$ cat src/rtl/loac_pkg.sv
// Shared receive-path types and the seven-segment digit patterns used by the display stage.
// Segment order is {g,f,e,d,c,b,a}, active high.
package loac_pkg;

    typedef enum logic [1:0] {
        IDLE   = 2'd0,
        DATA   = 2'd1,
        PARITY = 2'd2,
        STOP   = 2'd3
    } rx_state_t;

    localparam logic [6:0] NUM_0 = 7'h3F;
    localparam logic [6:0] NUM_1 = 7'h06;
    localparam logic [6:0] NUM_2 = 7'h5B;
    localparam logic [6:0] NUM_3 = 7'h4F;
    localparam logic [6:0] NUM_4 = 7'h66;
    localparam logic [6:0] NUM_5 = 7'h6D;
    localparam logic [6:0] NUM_6 = 7'h7D;
    localparam logic [6:0] NUM_7 = 7'h07;
    localparam logic [6:0] NUM_8 = 7'h7F;
    localparam logic [6:0] NUM_9 = 7'h6F;
    localparam logic [6:0] NUM_A = 7'h77;
    localparam logic [6:0] NUM_B = 7'h7C;
    localparam logic [6:0] NUM_C = 7'h39;
    localparam logic [6:0] NUM_D = 7'h5E;
    localparam logic [6:0] NUM_E = 7'h79;
    localparam logic [6:0] NUM_F = 7'h71;
    localparam logic [6:0] VOID  = 7'h00;

endpackage

$ cat src/rtl/nibble_shift_in.sv
// LSB-first shift register: each new bit enters at the top, so the first bit
// received ends up in bit 0 after NBITS_DATA shifts.
module nibble_shift_in #(
    parameter int NBITS_DATA = 4
) (
    input  logic                  clk_2,
    input  logic                  reset,
    input  logic                  clear,
    input  logic                  shift_en,
    input  logic                  serial_in,
    output logic [NBITS_DATA-1:0] shift
);

    logic [NBITS_DATA-1:0] shift_reg;
    logic [NBITS_DATA-1:0] shift_next;

    genvar gi;
    generate
        for (gi = 0; gi < NBITS_DATA; gi++) begin : g_bit
            if (gi == NBITS_DATA - 1) begin : g_top
                assign shift_next[gi] = serial_in;
            end else begin : g_low
                assign shift_next[gi] = shift_reg[gi+1];
            end
        end
    endgenerate

    always_ff @(posedge clk_2) begin
        if (reset || clear) begin
            shift_reg <= '0;
        end else if (shift_en) begin
            shift_reg <= shift_next;
        end
    end

    assign shift = shift_reg;

endmodule

$ cat src/rtl/serial_nibble_rx.sv
// Framed serial nibble receiver: start/data/[even parity]/stop, one bit per clk_2 edge.
// Good frames update data_o with a one-cycle valid_o; bad frames only raise an error pulse.
module serial_nibble_rx
    import loac_pkg::*;
#(
    parameter int NBITS_DATA = 4,
    parameter bit PARITY_EN  = 1'b1,
    parameter int NBITS_CNT  = 4
) (
    input  logic                  clk_2,
    input  logic                  reset,
    input  logic                  serial_i,
    output logic [NBITS_DATA-1:0] data_o,
    output logic                  valid_o,
    output logic                  parity_err_o,
    output logic                  frame_err_o,
    output logic                  busy_o,
    output logic [NBITS_CNT-1:0]  frame_cnt_o
);

    localparam int CNT_W = $clog2(NBITS_DATA + 1);
    localparam logic [CNT_W-1:0] LAST_BIT = CNT_W'(NBITS_DATA - 1);

    rx_state_t             state_reg, state_next;
    logic [CNT_W-1:0]      bit_cnt_reg, bit_cnt_next;
    logic                  parity_bit_reg;
    logic [NBITS_DATA-1:0] shift;
    logic [NBITS_DATA-1:0] data_reg;
    logic [NBITS_CNT-1:0]  cnt_reg;
    logic                  valid_reg, valid_next;
    logic                  perr_reg, perr_next;
    logic                  ferr_reg, ferr_next;
    logic                  busy_reg;

    nibble_shift_in #(
        .NBITS_DATA(NBITS_DATA)
    ) u_shift (
        .clk_2    (clk_2),
        .reset    (reset),
        .clear    (state_reg == IDLE),
        .shift_en (state_reg == DATA),
        .serial_in(serial_i),
        .shift    (shift)
    );

    always_comb begin
        state_next   = state_reg;
        bit_cnt_next = bit_cnt_reg;
        valid_next   = 1'b0;
        perr_next    = 1'b0;
        ferr_next    = 1'b0;
        case (state_reg)
            IDLE: begin
                if (serial_i) begin
                    state_next   = DATA;
                    bit_cnt_next = '0;
                end
            end
            DATA: begin
                if (bit_cnt_reg == LAST_BIT) begin
                    state_next   = PARITY_EN ? PARITY : STOP;
                    bit_cnt_next = '0;
                end else begin
                    bit_cnt_next = bit_cnt_reg + CNT_W'(1);
                end
            end
            PARITY: state_next = STOP;
            STOP: begin
                // The stop sample is consumed here, so a 1 on this edge never re-arms a frame.
                state_next = IDLE;
                if (serial_i) begin
                    ferr_next = 1'b1;
                end else if (PARITY_EN && ((^shift) ^ parity_bit_reg)) begin
                    perr_next = 1'b1;
                end else begin
                    valid_next = 1'b1;
                end
            end
            default: state_next = IDLE;
        endcase
    end

    always_ff @(posedge clk_2) begin
        if (reset) begin
            state_reg      <= IDLE;
            bit_cnt_reg    <= '0;
            parity_bit_reg <= 1'b0;
            data_reg       <= '0;
            cnt_reg        <= '0;
            valid_reg      <= 1'b0;
            perr_reg       <= 1'b0;
            ferr_reg       <= 1'b0;
            busy_reg       <= 1'b0;
        end else begin
            state_reg   <= state_next;
            bit_cnt_reg <= bit_cnt_next;
            valid_reg   <= valid_next;
            perr_reg    <= perr_next;
            ferr_reg    <= ferr_next;
            busy_reg    <= (state_next != IDLE);
            if (state_reg == PARITY) begin
                parity_bit_reg <= serial_i;
            end
            if (valid_next) begin
                data_reg <= shift;
                cnt_reg  <= cnt_reg + NBITS_CNT'(1);
            end
        end
    end

    assign data_o       = data_reg;
    assign valid_o      = valid_reg;
    assign parity_err_o = perr_reg;
    assign frame_err_o  = ferr_reg;
    assign busy_o       = busy_reg;
    assign frame_cnt_o  = cnt_reg;

endmodule

$ cat config.mk
export PLATFORM = sky130hd
export DESIGN_NAME = serial_nibble_rx
export DESIGN_NICKNAME = d
export VERILOG_FILES = /design/src/rtl/loac_pkg.sv /design/src/rtl/nibble_shift_in.sv /design/src/rtl/serial_nibble_rx.sv
export SDC_FILE = /design/constraint.sdc
export NUM_CORES = 1
export LEC_CHECK = 0
export BUFFER_PORTS_ARGS = -buffer_cell sky130_fd_sc_hd__buf_2
export CAP_MARGIN = 30
export CORE_AREA = 2 2 56 42
export DETAILED_ROUTE_END_ITERATION = 10
export DIE_AREA = 0 0 58 44
export GPL_TIMING_DRIVEN = 0
export HOLD_SLACK_MARGIN = 0.05
export PLACE_DENSITY = 0.7
export SKIP_LAST_GASP = 1
export SLEW_MARGIN = 40
export SYNTH_ARGS = -nofsm -noshare
export SYNTH_HDL_FRONTEND = slang
export SYNTH_SLANG_ARGS = --single-unit
$ cat constraint.sdc
create_clock -name clk_2 -period 2.36 [get_ports clk_2]
set_clock_uncertainty 0.15 [all_clocks]
set_input_delay 0.472 -clock clk_2 [delete_from_list [all_inputs] [get_ports clk_2]]
set_output_delay 0.472 -clock clk_2 [all_outputs]
set_load 0.005 [all_outputs]
# Word-level counts from Yosys, hierarchy flattened
# Index checks and enable logic that the tools add are counted.
# W data, S select, Z words.
# op_classes
n_bitwise,2
n_eq_ne,5
mux,11
reduce_logical,8
n_addsub,2
# op_table
operator,n
$pmux W2 S4,1
$mux W3,2
$pmux W3 S2,1
$mux W1,5
$add A4 B1 Y4 const B,1
$eq A2 B2 Y1 const B,2
$mux W2,2
$reduce_bool A2 Y1,2
$reduce_xor A4 Y1,1
$add A3 B1 Y3 const B,1
$eq A3 B2 Y1 const B,1
$reduce_or A3 Y1,1
$eq A2 B1 Y1 const B,1
$logic_not A2 Y1,1
$ne A2 B2 Y1 const B,1
$reduce_and A2 Y1,1
$reduce_or A2 Y1,1
$logic_or A1 B1 Y1,1
$not A1 Y1,1
$xor A1 B1 Y1,1
# totals
in_bits,3
register_bits,22
out_inout_bits,12

# Longest topological paths before layout
# depth
ltp_word,5
ltp_mapped,5

# Hierarchy
# From an unflattened synthesis, not the netlist that was laid out.
# unflattened
cells_unflattened,94
area_unflattened_um2,958.4
# modules_own_cells
mod,area_per_inst_um2,instances,cells_each
serial_nibble_rx,813.3,1,81
nibble_shift_in,145.1,1,13

# Least setup slack after synthesis
# OpenSTA, ideal clock, no wires.
# synth_path
path_kind,register -> register
from,"reg u_shift.shift_reg[3], in the netlist u_shift.shift[3]"
to,"reg cnt_reg[3], in the netlist frame_cnt_o[3]"
arrival_time_ps,1557
path_stages_with_launch,5
path_buffers,0
setup_ps,70
required_time_ps,2140
synth_period_minus_slack_ps,1777
path_slack_ps,583
cell_sequence,dfxtp_1 -> xnor3_2 -> xnor2_2 -> or4_1 -> a21oi_1
# synth_via
elab_chain_len,5
# synth_rtl
element,line,rtl
start: declaration,nibble_shift_in.sv:14,logic [NBITS_DATA-1:0] shift_reg;
start signal: assignment,nibble_shift_in.sv:32,shift_reg <= shift_next;
$reduce_xor A4 Y1,serial_nibble_rx.sv:73,end else if (PARITY_EN && ((^shift) ^ parity_bit_reg)) begin
$xor A1 B1 Y1,serial_nibble_rx.sv:73,
$mux W1,serial_nibble_rx.sv:73,
$mux W1,serial_nibble_rx.sv:71,if (serial_i) begin
$mux W1,serial_nibble_rx.sv:52,case (state_reg)
end signal: assignment,serial_nibble_rx.sv:106,cnt_reg <= cnt_reg + NBITS_CNT'(1);
end: declaration,serial_nibble_rx.sv:29,logic [NBITS_CNT-1:0] cnt_reg;
# No other way between the ends.
# A chain may end at the register's enable or synchronous reset.

# Final worst setup path
# Ends and elaborated chain as after synthesis.

==> impl_metrics.env <==
export IMPL_rsz0062_at_grt="false"
export IMPL_hpwl_um=1240
export IMPL_setup_viol=0
export IMPL_critPathLaunchType="flip-flop"
export IMPL_fin_setup_tns_ns=0
export IMPL_netlist_instances=98
export IMPL_dp_cells=135
export IMPL_postRouteAntennaNets=0
export IMPL_yosysTopAreaCell="dfxtp_1"
export IMPL_finalHoldViolCount=0
export IMPL_yosys_cell_types_count=27
export IMPL_tightest_slew_ns=0.444
export IMPL_dr_pass1_iters=4
export IMPL_finalCritPeriodShare=0.823
export IMPL_routed_wl_met3_um=84
export IMPL_leakagePower_nw=0.437
export IMPL_pin_count=15
export IMPL_cp_arrival_ns=2.03
export IMPL_syn_area_um2=966
export IMPL_wl_met1_um=775
export IMPL_layout_drive_gt1_share=0.184
export IMPL_yosys_warnings=0
export IMPL_ir_drop_uv=331
export IMPL_hold_depth=2
export IMPL_seq_area_frac_synth=0.456
export IMPL_slew_headroom=0.704
export IMPL_ys_ff_latch=22
export IMPL_tritoncts="done"
export IMPL_cp_max_fo=7
export IMPL_postSynthAreaPerCell_um2=9.86
export IMPL_status="completed"
export IMPL_cts_root_buf="clkbuf_4"
export IMPL_cts_hold_buf=0
export IMPL_vias=710
export IMPL_end_kind="flip-flop"
export IMPL_synth_top_area_share=0.456
export IMPL_rows=14
export IMPL_viasPerCell=5.14
export IMPL_fin_cells=138
export IMPL_diodes=0
export IMPL_fillers=197
export IMPL_mostFrequentLayoutCells="dfxtp_1 (22), buf_2 (13), nor2_1 (11), nand2b_1 (10), mux2i_1 (8)"
export IMPL_die_w_um=58
export IMPL_cts_resized=0
export IMPL_top_layer="met4"
export IMPL_grt_pass1_wl_um=2830
export IMPL_clkSinkCount=22
export IMPL_core_um2=2030
export IMPL_areaGrowthSynthToFinish_pct=12.2
export IMPL_grt_max_degree=12
export IMPL_stdcell_area_um2=1080
export IMPL_dieArea_um2=2550
export IMPL_port_buffers=13
export IMPL_fmax_ghz=0.515
export IMPL_antenna_found_initial=0
export IMPL_cap_violations=0
export IMPL_routed_wl_um=1660
export IMPL_gp_congestion=0.721
export IMPL_crit_type="flip-flop to flip-flop"
export IMPL_start_util=0.475
export IMPL_slew_violations=0
export IMPL_clk_pin_slew_ns=0.11
export IMPL_drc=0
export IMPL_p_total_mw=0.586
export IMPL_numCtsBuffers=3
export IMPL_drt_iter0_markers=8
export IMPL_cellPowerDensity_nw_per_um2=540
export IMPL_htreeDepth=1
export IMPL_syn_nets=103
export IMPL_synth_area_top_cells="dfxtp_1 (46%), mux2i_1 (8.3%), nand2b_1 (6.5%), nor2_1 (4.3%), a21oi_1 (3.6%)"
export IMPL_mostFrequentLayoutCell="dfxtp_1"
export IMPL_clockBufferDepth=2
export IMPL_wl_per_cell_um=12.1
export IMPL_cp_required_ns=2.45
export IMPL_hold_class="flip-flop to flip-flop"
export IMPL_wl_met2_um=783
export IMPL_final_nets=121
export IMPL_grt_use_total=0.148
export IMPL_postCtsSetupBuffers=0
export IMPL_clk_latency_ns=0.30
export IMPL_placed_cell_area_um2=1060
export IMPL_grt_overflow_total=0
export IMPL_dieHeight_um=44
export IMPL_grt_pass1_vias=635
export IMPL_fin_crit_ns=1.94
export IMPL_fin_util=0.533
export IMPL_ff2ff_path_depth=4
[worst max-delay path: stages (launching register included)]
cell and delay, ns:
dfxtp_1 0.40, xnor3_2 0.48, xnor2_2 0.22, or4_1 0.49, a21oi_1 0.15
[kinds of logic (layout without fill, tap and decap cells)]
kind of cell               Yosys count  after routing  share of synthesized area
AOI/OAI and AO/OA                   12             12                     0.0751
DFF                                 22             22                      0.456
buffers and inverters                7             23                     0.0272
and+or+nand+nor                     43             43                      0.263
muxes                                9              9                     0.0946
adders and majority gates            2              2                     0.0259
xor gates and xnor gates             3              3                     0.0583
[per-stage QoR]
stage          hold WS [ns]  setup WS, ns
2_1_floorplan         0.307         0.583
3_3_place_gp          0.307         0.492
3_5_place_dp          0.313         0.426
4_1_cts               0.334         0.403
5_1_grt               0.350         0.323
6_report              0.330         0.418
[path summary, 6_finish.rpt]
path                    start              to  slack [ns]
max reg2reg  u_shift.shift[3]  frame_cnt_o[3]        0.42
max          u_shift.shift[3]  frame_cnt_o[3]        0.42
min reg2reg         data_o[1]       data_o[1]        0.33
min                 data_o[1]       data_o[1]        0.33
[synthesized netlist by cell type]
| cell type | n |
|---|---|
| a22oi_1 | 1 |
| nor2_1 | 11 |
| nand2b_1 | 10 |
| dfxtp_1 | 22 |
| or4_1 | 2 |
| nand2_1 | 4 |
| xor2_2 | 1 |
| or2b_1 | 1 |
| a211oi_1 | 1 |
| nor2_4 | 1 |
| nand3b_2 | 1 |
| nor3_1 | 2 |
| o31ai_1 | 2 |
| mux2i_1 | 8 |
| clkbuf_1 | 6 |
| o21bai_1 | 1 |
| nand3b_1 | 4 |
| xnor3_2 | 1 |
| xnor2_2 | 1 |
| nor3b_1 | 3 |
| nand3_1 | 1 |
| inv_1 | 1 |
| mux2_1 | 1 |
| nor2b_1 | 2 |
| and4b_1 | 1 |
| ha_1 | 2 |
| a21oi_1 | 7 |
[routing by layer]
layer,up-vias,track usage
li1,364,-
met1,329,0.189
met2,15,0.239
met3,2,0.0537
met4,0,0.0419
met5,-,0
[cell type report]
class,count,area [um^2],share of cell area
Multi-Input combinational cell,69,499,0.461
Sequential cell,22,440,0.406
Timing Repair Buffer,13,65.1,0.0600
Tap cell,24,30.0,0.0277
Clock buffer,3,22.5,0.0208
Buffer,6,22.5,0.0208
Inverter,1,3.75,0.00346
[power by group]
group	internal, mW	switching, mW
combinational	0.0177	0.0231
clock	0.0595	0.104
sequential	0.377	0.00457
total	0.454	0.132
No activity file was read; power rests on OpenSTA's default activity.
